===== src/rtl/rom_dl_pkg.sv =====
// Shared constants, FSM encoding and word-request record for the ROM download controller.
// Default region bases, ioctl index codes and the sprite-mirror address test.
package rom_dl_pkg;

  localparam logic [24:0] SPR_BASE_DEF   = 25'h30000;
  localparam logic [24:0] PROM_BASE_DEF  = 25'hA0000;
  localparam logic [15:0] RST_CYCLES_DEF = 16'hFFFF;

  localparam logic [7:0] IDX_ROM = 8'd0;
  localparam logic [7:0] IDX_MOD = 8'd1;
  localparam logic [7:0] IDX_DIP = 8'd254;

  typedef enum logic [1:0] {IDLE, ISSUE, WAIT_ACK} fsm_t;

  typedef struct packed {
    logic [22:0] a;
    logic [1:0]  ds;
    logic [15:0] d;
    logic        mirror;
  } word_req_t;

  // Bases are even, so testing the even byte of a word decides for both bytes.
  function automatic logic in_sprite(input logic [22:0] wa,
                                     input logic [24:0] spr_base,
                                     input logic [24:0] prom_base);
    logic [24:0] byte_a;
    byte_a = {1'b0, wa, 1'b0};
    return (byte_a >= spr_base) && (byte_a < prom_base);
  endfunction

endpackage


===== src/rtl/dl_word_packer.sv =====
// Pairs ROM bytes into 16-bit write requests; latency 1 cycle from accepted byte to out_vld.
// Backpressure: holds up to two requests (flush + issue); caller only offers bytes when out_vld is low.
module dl_word_packer
  import rom_dl_pkg::*;
#(
  parameter logic [24:0] SPR_BASE  = SPR_BASE_DEF,
  parameter logic [24:0] PROM_BASE = PROM_BASE_DEF
) (
  input  logic        clk_sys,
  input  logic        reset,
  input  logic        byte_vld,
  input  logic [23:0] byte_addr,
  input  logic [7:0]  byte_dat,
  input  logic        flush_vld,
  output logic        pend,
  output logic        out_vld,
  output logic [22:0] out_a,
  output logic [1:0]  out_ds,
  output logic [15:0] out_d,
  output logic        out_mirror,
  input  logic        out_rdy
);

  logic        pend_q;
  logic [7:0]  lo_q;
  logic [22:0] waddr_q;
  logic        slot1_vld;
  word_req_t   slot0, slot1;
  word_req_t   flush_req, full_req, hi_req;
  logic        same_word;

  assign same_word = pend_q && (waddr_q == byte_addr[23:1]);

  always_comb begin
    flush_req.a      = waddr_q;
    flush_req.ds     = 2'b01;
    flush_req.d      = {8'h00, lo_q};
    flush_req.mirror = in_sprite(waddr_q, SPR_BASE, PROM_BASE);

    full_req.a       = waddr_q;
    full_req.ds      = 2'b11;
    full_req.d       = {byte_dat, lo_q};
    full_req.mirror  = flush_req.mirror;

    hi_req.a         = byte_addr[23:1];
    hi_req.ds        = 2'b10;
    hi_req.d         = {byte_dat, 8'h00};
    hi_req.mirror    = in_sprite(byte_addr[23:1], SPR_BASE, PROM_BASE);
  end

  always_ff @(posedge clk_sys) begin
    if (reset) begin
      pend_q    <= 1'b0;
      lo_q      <= '0;
      waddr_q   <= '0;
      out_vld   <= 1'b0;
      slot0     <= '0;
      slot1_vld <= 1'b0;
      slot1     <= '0;
    end else begin
      if (out_rdy) begin
        out_vld   <= slot1_vld;
        slot0     <= slot1;
        slot1_vld <= 1'b0;
      end
      if (byte_vld) begin
        if (!byte_addr[0]) begin
          // A new even byte always displaces whatever was pending.
          if (pend_q) begin
            out_vld <= 1'b1;
            slot0   <= flush_req;
          end
          pend_q  <= 1'b1;
          lo_q    <= byte_dat;
          waddr_q <= byte_addr[23:1];
        end else if (same_word) begin
          out_vld <= 1'b1;
          slot0   <= full_req;
          pend_q  <= 1'b0;
        end else if (pend_q) begin
          out_vld   <= 1'b1;
          slot0     <= flush_req;
          slot1_vld <= 1'b1;
          slot1     <= hi_req;
          pend_q    <= 1'b0;
        end else begin
          out_vld <= 1'b1;
          slot0   <= hi_req;
        end
      end else if (flush_vld && pend_q) begin
        out_vld <= 1'b1;
        slot0   <= flush_req;
        pend_q  <= 1'b0;
      end
    end
  end

  assign pend       = pend_q;
  assign out_a      = slot0.a;
  assign out_ds     = slot0.ds;
  assign out_d      = slot0.d;
  assign out_mirror = slot0.mirror;

endmodule


===== src/rtl/rom_dl_ctrl.sv =====
// ioctl download front end: SDRAM word writes (port2 mirrors sprites), PROM/DIP/mod routing, core reset.
// Latency: request toggles 3 cycles after the byte edge; ioctl_wait holds hps_io until all acks return.
module rom_dl_ctrl
  import rom_dl_pkg::*;
#(
  parameter logic [24:0] SPR_BASE   = SPR_BASE_DEF,
  parameter logic [24:0] PROM_BASE  = PROM_BASE_DEF,
  parameter logic [15:0] RST_CYCLES = RST_CYCLES_DEF
) (
  input  logic        clk_sys,
  input  logic        reset,
  input  logic        ioctl_download,
  input  logic [7:0]  ioctl_index,
  input  logic        ioctl_wr,
  input  logic [24:0] ioctl_addr,
  input  logic [7:0]  ioctl_dout,
  output logic        ioctl_wait,
  output logic        port1_req,
  input  logic        port1_ack,
  output logic [22:0] port1_a,
  output logic [1:0]  port1_ds,
  output logic [15:0] port1_d,
  output logic        port2_req,
  input  logic        port2_ack,
  output logic [22:0] port2_a,
  output logic [1:0]  port2_ds,
  output logic [15:0] port2_d,
  output logic [15:0] dl_addr,
  output logic [7:0]  dl_data,
  output logic        dl_wr,
  output logic [7:0]  core_mod,
  output logic [63:0] dsw,
  output logic        rom_loaded,
  output logic        core_reset
);

  fsm_t        state, state_nxt;
  logic        wr_q, dl_q, wr_rise, dl_fall, is_rom, busy;
  logic        rom_byte, prom_byte, flush_vld, end_pend, p2_issued, acks_done;
  logic        pk_pend, pk_vld, pk_mirror, pk_rdy;
  logic [22:0] pk_a;
  logic [1:0]  pk_ds;
  logic [15:0] pk_d, cnt, cnt_nxt;

  assign wr_rise    = ioctl_wr & ~wr_q;
  assign dl_fall    = dl_q & ~ioctl_download;
  assign is_rom     = (ioctl_index == IDX_ROM);
  assign busy       = (state != IDLE) | pk_vld;
  assign ioctl_wait = busy;
  assign rom_byte   = wr_rise & is_rom & (ioctl_addr < PROM_BASE) & ~busy;
  assign prom_byte  = wr_rise & is_rom & (ioctl_addr >= PROM_BASE);
  assign flush_vld  = end_pend & ~busy;
  assign acks_done  = (port1_req == port1_ack) & (~p2_issued | (port2_req == port2_ack));

  dl_word_packer #(.SPR_BASE(SPR_BASE), .PROM_BASE(PROM_BASE)) u_packer (
    .clk_sys    (clk_sys),
    .reset      (reset),
    .byte_vld   (rom_byte),
    .byte_addr  (ioctl_addr[23:0]),
    .byte_dat   (ioctl_dout),
    .flush_vld  (flush_vld),
    .pend       (pk_pend),
    .out_vld    (pk_vld),
    .out_a      (pk_a),
    .out_ds     (pk_ds),
    .out_d      (pk_d),
    .out_mirror (pk_mirror),
    .out_rdy    (pk_rdy)
  );

  always_ff @(posedge clk_sys) begin
    if (reset) state <= IDLE;
    else       state <= state_nxt;
  end

  always_comb begin
    state_nxt = state;
    pk_rdy    = 1'b0;
    case (state)
      IDLE:     if (pk_vld) state_nxt = ISSUE;
      ISSUE: begin
        pk_rdy    = 1'b1;
        state_nxt = WAIT_ACK;
      end
      WAIT_ACK: if (acks_done) state_nxt = IDLE;
      default:  state_nxt = IDLE;
    endcase
  end

  always_ff @(posedge clk_sys) begin
    if (reset) begin
      port1_req <= 1'b0;
      port1_a   <= '0;
      port1_ds  <= '0;
      port1_d   <= '0;
      port2_req <= 1'b0;
      port2_a   <= '0;
      port2_ds  <= '0;
      port2_d   <= '0;
      p2_issued <= 1'b0;
    end else if (state == ISSUE) begin
      port1_req <= ~port1_req;
      port1_a   <= pk_a;
      port1_ds  <= pk_ds;
      port1_d   <= pk_d;
      p2_issued <= pk_mirror;
      if (pk_mirror) begin
        port2_req <= ~port2_req;
        port2_a   <= pk_a - SPR_BASE[23:1];
        port2_ds  <= pk_ds;
        port2_d   <= pk_d;
      end
    end
  end

  always_ff @(posedge clk_sys) begin
    if (reset) begin
      wr_q       <= 1'b0;
      dl_q       <= 1'b0;
      dl_wr      <= 1'b0;
      dl_addr    <= '0;
      dl_data    <= '0;
      core_mod   <= '0;
      dsw        <= '1;
      rom_loaded <= 1'b0;
      end_pend   <= 1'b0;
    end else begin
      wr_q  <= ioctl_wr;
      dl_q  <= ioctl_download;
      dl_wr <= prom_byte;
      if (prom_byte) begin
        dl_addr <= ioctl_addr[15:0] - PROM_BASE[15:0];
        dl_data <= ioctl_dout;
      end
      if (wr_rise && ioctl_index == IDX_MOD) core_mod <= ioctl_dout;
      if (wr_rise && ioctl_index == IDX_DIP && ioctl_addr[24:3] == '0)
        dsw[{ioctl_addr[2:0], 3'b000} +: 8] <= ioctl_dout;
      // rom_loaded waits for any odd trailing byte to be flushed and acked.
      if (dl_fall && is_rom) end_pend <= 1'b1;
      else if (end_pend && !busy && !pk_pend) begin
        end_pend   <= 1'b0;
        rom_loaded <= 1'b1;
      end
    end
  end

  always_comb begin
    cnt_nxt = RST_CYCLES;
    if (rom_loaded) cnt_nxt = (cnt != '0) ? cnt - 16'd1 : '0;
  end

  always_ff @(posedge clk_sys) begin
    if (reset) begin
      cnt        <= RST_CYCLES;
      core_reset <= 1'b1;
    end else begin
      cnt        <= cnt_nxt;
      core_reset <= (cnt_nxt != '0);
    end
  end

endmodule

===== config.mk =====
export PLATFORM = sky130hd
export DESIGN_NAME = rom_dl_ctrl
export DESIGN_NICKNAME = d
export VERILOG_FILES = /design/src/rtl/rom_dl_pkg.sv /design/src/rtl/dl_word_packer.sv /design/src/rtl/rom_dl_ctrl.sv
export SDC_FILE = /design/constraint.sdc
export NUM_CORES = 1
export LEC_CHECK = 0
export CORE_UTILIZATION = 30
export CTS_CLUSTER_DIAMETER = 40
export DETAILED_ROUTE_END_ITERATION = 6
export GPL_ROUTABILITY_DRIVEN = 0
export PLACE_DENSITY = 0.57
export SYNTH_ARGS = -nofsm -noshare
export SYNTH_HDL_FRONTEND = slang
export SYNTH_SLANG_ARGS = --single-unit

===== constraint.sdc =====
create_clock -name clk_sys -period 9.7 [get_ports clk_sys]
set_input_delay 2.91 -clock clk_sys [delete_from_list [all_inputs] [get_ports clk_sys]]
set_output_delay 2.91 -clock clk_sys [all_outputs]
set_load 0.05 [all_outputs]

### Yosys cells after proc, flatten, opt, wreduce, memory -nomap -nowiden

Cells that the tools add are included.

* input bits: 47
* memory bits (writable): 0
* memory bits (read-only): 0
* memories: 0
* output and inout bits: 184
* latch bits: 0
* register bits: 314
* word-level logic and storage cells: 127

* muxes and demuxes: 29
* eq/ne operators: 9
* $mul: 0
* bitwise logic cells: 19
* add/subtract/negate cells: 3
* div/mod/pow operators: 0
* reduce and logical (&&, ||, !) cells: 25
* shift operators: 2
* order comparisons: 6

Operators with widths (number)
* 2-to-1 mux 42 bit: 7
* bitwise mux 64 bit: 1
* variable shift 8 x 8 -> 64 bit, first input constant: 1
* variable part select 8 x 8 -> 64 bit: 1
* greater-or-equal comparator 24 x 18 -> 1 bit, second input constant: 2
* less-than comparator 24 x 20 -> 1 bit, second input constant: 2
* 2-to-1 mux 16 bit: 2
* nonzero test 16 bit: 2
* greater-or-equal comparator 25 x 20 -> 1 bit, second input constant: 1
* less-than comparator 25 x 20 -> 1 bit, second input constant: 1
* == test 23 bit: 1
* subtractor 23 x 17 -> 23 bit, second input constant: 1
* zero test 22 bit: 1
* 2-to-1 mux 1 bit: 16
* subtractor 16 x 1 -> 16 bit, second input constant: 1
* logical AND 1 bit: 10
* NOT 1 bit: 9
* AND 1 bit: 8
* == test 8 x 1 -> 1 bit, second input constant: 1
* == test 8 bit, second input constant: 1
* zero test 8 bit: 1
* negation 6 -> 8 bit: 1
* AND reduction 2 bit: 4
* one-hot mux 2 bit (3 select lines): 1
* other kinds (11): 17

### Logic depth before layout (Yosys ltp)

* word-level depth: 7
* depth in mapped cells: 11
* mapped depth without buffers: 8

### Cells and area by module

Synthesis repeated with hierarchy kept, for this count alone.

* cells, all modules: 1411
* area total of the unflattened synthesis: 12569.6 um^2

By module, submodules not included
* rom_dl_ctrl: instances 1, area an instance 7681.1 um^2, cells an instance 882
* dl_word_packer: instances 1, area an instance 4888.4 um^2, cells an instance 529

### Worst setup path before layout

OpenSTA, ideal clock, no wires.

* path type: input-to-reg
* start: input port ioctl_addr[0]
* end: register dsw[6]
* arrival time: 4.912 ns
* data required time: 9.580 ns
* buffers on the path: 3
* library setup time: 0.120 ns
* slack: 4.668 ns
* stages: 11
* cells stage by stage: clkbuf_1 inv_1 ha_1 ha_1 buf_1 nor2_1 nand3_1 nor2_1 buf_2 nor2b_1 a211o_1

* word-level cells in the longest chain between the ends: 3
* elaborated cells between the ends (all ways): 4
* classes of those cells: add/sub (1); shift (2); mux (1)

Ends and longest elaborated chain
* start, declared: RTL line rom_dl_ctrl.sv:15 `input logic [24:0] ioctl_addr,`
* negation 6 -> 8 bit *: RTL line rom_dl_ctrl.sv:137 `dsw[{ioctl_addr[2:0], 3'b000} +: 8] <= ioctl_dout;`
* variable part select 8 x 8 -> 64 bit or variable shift 8 x 8 -> 64 bit (tied branches): RTL line rom_dl_ctrl.sv:137
* bitwise mux 64 bit *: RTL line rom_dl_ctrl.sv:137
* end signal, assigned by index: RTL line rom_dl_ctrl.sv:137
* end, declared: RTL line rom_dl_ctrl.sv:32 `output logic [63:0] dsw,`

Mark *: on every way between the ends. The rest lies on a longest branch, timed or not.
A chain may end at the register's enable or synchronous reset.

### Worst setup path in the final report

* start: input port ioctl_addr[0]
* end: register dsw[40]

The elaborated chain is that of the path after synthesis.

==> impl_results.md <==
- WL final: a little under 40000 um
- CP max-delay cell: nor4b_2
- Synth Register Bits: ~310
- Clk buf depth: 3
- Critical Path, Cell by Cell: clkdlybuf4s50_1, inv_1, ha_1, ha_1, nor4b_2, mux2i_1, or2_2
- Max-cap viol count: 0
- Unrepaired setup endpoints after global routing: no
- Hold WS: between 0.4 and 0.5 ns
- Mapped Area: 12600 sq um
- Syn Inst Count: 1428
- Synth warnings: 0
- Critical Path Max Stage Delay: ~1 ns
- Largest net degree at the start of global routing: between 90 and 100
- Max Clock Skew: 0.0164 ns
- Asr flop ratio synth: 0%
- Core Area: a little over 40000 sq um
- Peak VDD IR: about 0.00012 V
- Die area: roughly 43000 sq um
- Post-Syn Area per Cell: 8.81 sq um
- Setup CP Type: input port to flip-flop
- Commonest non-fill, non-tap cell in the layout: dfxtp_1
- Fin. Hold Viols: 0
- Vias/cell: 4.89
- CTS sink cnt: between 300 and 400
- Synth-to-Final Area Change: 34.6%
- First-pass GRT wire length: roughly 59000 um
- Outcome: finished with violations
- Leakage: about 5.9 nW
- TritonCTS clock tree: done
- Total CTS buffers: a little over 50
- Syn nets: ~1500
- Vias in the first global route: ~10000
- Relative slew slack: ~14%
- Tmin final: just under 6 ns
- CTS root buf: clkbuf_16
- Top post-synthesis cells by area: dfxtp_1, nand2_1, mux2i_1
- Die Y: around 210 um
- Initial antenna violation count: 1
- Effective utilization at floorplan: 30.6%
- HPWL after DPL: 25300 um
- Period utilization: approximately three fifths
- Final core occ: 41.2%
- Library cells used by synthesis: ~60
- Commonest cells after routing, fill and taps aside: dfxtp_1, nand2_1, clkdlybuf4s50_1, a21oi_1, nor2_1
- Failing checks: design-rule violations
- Nets: 1655
- Vias: 10600
- Hold buffers post-CTS: 0
- Gr usage total: 18.0%
- Layout fillers: 4083
- Area of the multi-input gates: 5770 sq um
- Sequential-to-total area share from yosys stat: approximately half
- CTS-repair resized insts: 0
- First-pass iteration count of the detailed router: 7
- Slew Viols, Final: 0
- Clk Latency, worst-skew pair: slightly below 0.6 ns
- Setup_tns: 0 ns
- Post-CTS setup buffers: 0
- Req. time, crit path: ~10 ns
- Die Wd: slightly above 200 um
- Most used cell, CP: ha_1
- Antenna-violating nets left: 0
- Layout cells sized above 1: 7.37%
- FP Rows: 74
- Worst Setup Start Kind: input port
- WL per Instance: approximately 18 um
- Final setup vio count: 0
- Main synth FF type: dfxtp_1
- CP endpoint kind: flip-flop
- Buf/Inv on CP: 2
- Layout Cells excl Fill: roughly 2200
- Family with the most delay on the worst path: simple AND/OR/NAND/NOR gates
- I/O Buffers: 230
- I/O Pins: about 230
- # DRC: 6
- CP max FO: 18
- Achievable Freq: ~170 MHz
- DR iter-0 viols: between 500 and 600
- CTS clk-pin slew, worst paths: approximately 0.050 ns
- Worst slew pin tran: between 1 and 1.5 ns
- GRT Residual Overflow: 0
- Post-synth EDFFs: 0
- # H-tree levels: 2
- Worst hold path class: flip-flop to flip-flop
- Critical Path AT: ~6.3 ns
- Post-synth top area share: between 40% and 50%
- Leading area contributor after synthesis: dfxtp_1
- Number of diodes: 0
- Area occupied by registers: approximately 6300 sq um
- Pwr/cell area: 192 nW/um^2
- Placed cells: 2080
- Tot Pwr: about 0.0033 W
sequential cells by signal, indices dropped and copies added, names as in the netlist, 16 cells and up:
name	cells
port2_d	16
port2_a	23
u_packer.out_d	16
u_packer.slot1	33
u_packer.out_a	23
dl_addr	16
port1_d	16
u_packer.waddr_q	23
dsw	64
cnt	16
port1_a	23
power by group:
part / switching, W / leakage, nW / internal, W
logic: 0.0000637 / 2.49 / 0.0000293
registers: 0.000000239 / 2.53 / 0.00129
clock network: 0.000675 / 0.846 / 0.00119
tightest hold or removal path, stage by stage, from the launching register on:
cell and delay, ns:
dfxtp_1 0.30, nand2_1 0.05, a21oi_1 0.05
metrics by stage:
| step | worst slack (ns) | cell area, sq um |
|---|---|---|
| floorplan | 4.67 | 12600 |
| global placement | 3.27 | 15200 |
| detailed placement | 3.21 | 15200 |
| CTS | 3.84 | 16900 |
| global route | 3.57 | 16900 |
| finish | 3.84 | 16900 |
cell usage after synthesis (all sizes together), types with 4 or more instances:
| master | instances |
|---|---|
| nor3 | 16 |
| xor2 | 12 |
| nand2 | 297 |
| xnor2 | 31 |
| nor2b | 29 |
| a22oi | 19 |
| or3 | 6 |
| nand4b | 7 |
| clkbuf | 96 |
| a311o | 16 |
| dfxtp | 314 |
| nand3 | 16 |
| a211oi | 8 |
| inv | 16 |
| nand4 | 10 |
| nand2b | 16 |
| buf | 24 |
| or2 | 11 |
| a21oi | 139 |
| o2bb2ai | 8 |
| and2 | 8 |
| nor4 | 12 |
| nor4b | 7 |
| nor3b | 8 |
| o21ai | 42 |
| nor2 | 100 |
| a211o | 32 |
| mux2i | 85 |
| ha | 7 |
| or4 | 4 |
| a32o | 6 |
worst paths after layout:
check             slack, ns                     startpoint  cells after the start                               to
hold / removal         0.45  u_packer.lo_q[0]$_SDFFE_PP0P_                      2    u_packer.lo_q[0]$_SDFFE_PP0P_
setup / recovery       3.84                  ioctl_addr[0]                      7             dsw[40]$_SDFFE_PP1P_
setup reg to reg       6.22          state[1]$_SDFFE_PP0P_                      8  u_packer.slot1[40]$_SDFFE_PP0P_
hold reg to reg        0.45  u_packer.lo_q[0]$_SDFFE_PP0P_                      2    u_packer.lo_q[0]$_SDFFE_PP0P_
cell families after synthesis:
family                     after synthesis  share of synthesized area, %
AOI/OAI and AO/OA                      290                          14.7
xor gates and xnor gates                43                          2.99
adders and majority gates                7                         0.696
buffers and inverters                  136                          4.59
DFF                                    314                          49.9
muxes                                   85                          6.76
and+or+nand+nor                        553                          20.3
layout make-up:
cell class / count / share of cell area [%]
timing repair buffer: 240 / 14.1
inverter: 16 / 0.355
clock buffer: 63 / 8.04
sequential: 314 / 37.1
multi-input combinational: 978 / 34.1
clock inverter: 30 / 2.42
tap: 532 / 3.93
per-layer routing:
| layer | vias to the layer above | track usage (%) | part of all wire, % |
|---|---|---|---|
| met5 | - | 0 | 0.044 |
| met4 | 2 | 5.89 | 2.5 |
| met3 | 67 | 5.45 | 7.1 |
| met2 | 296 | 27.5 | 44 |
| met1 | 5033 | 24.0 | 47 |
| li1 | 5237 | - | - |
(Power assumes the default switching activity.)
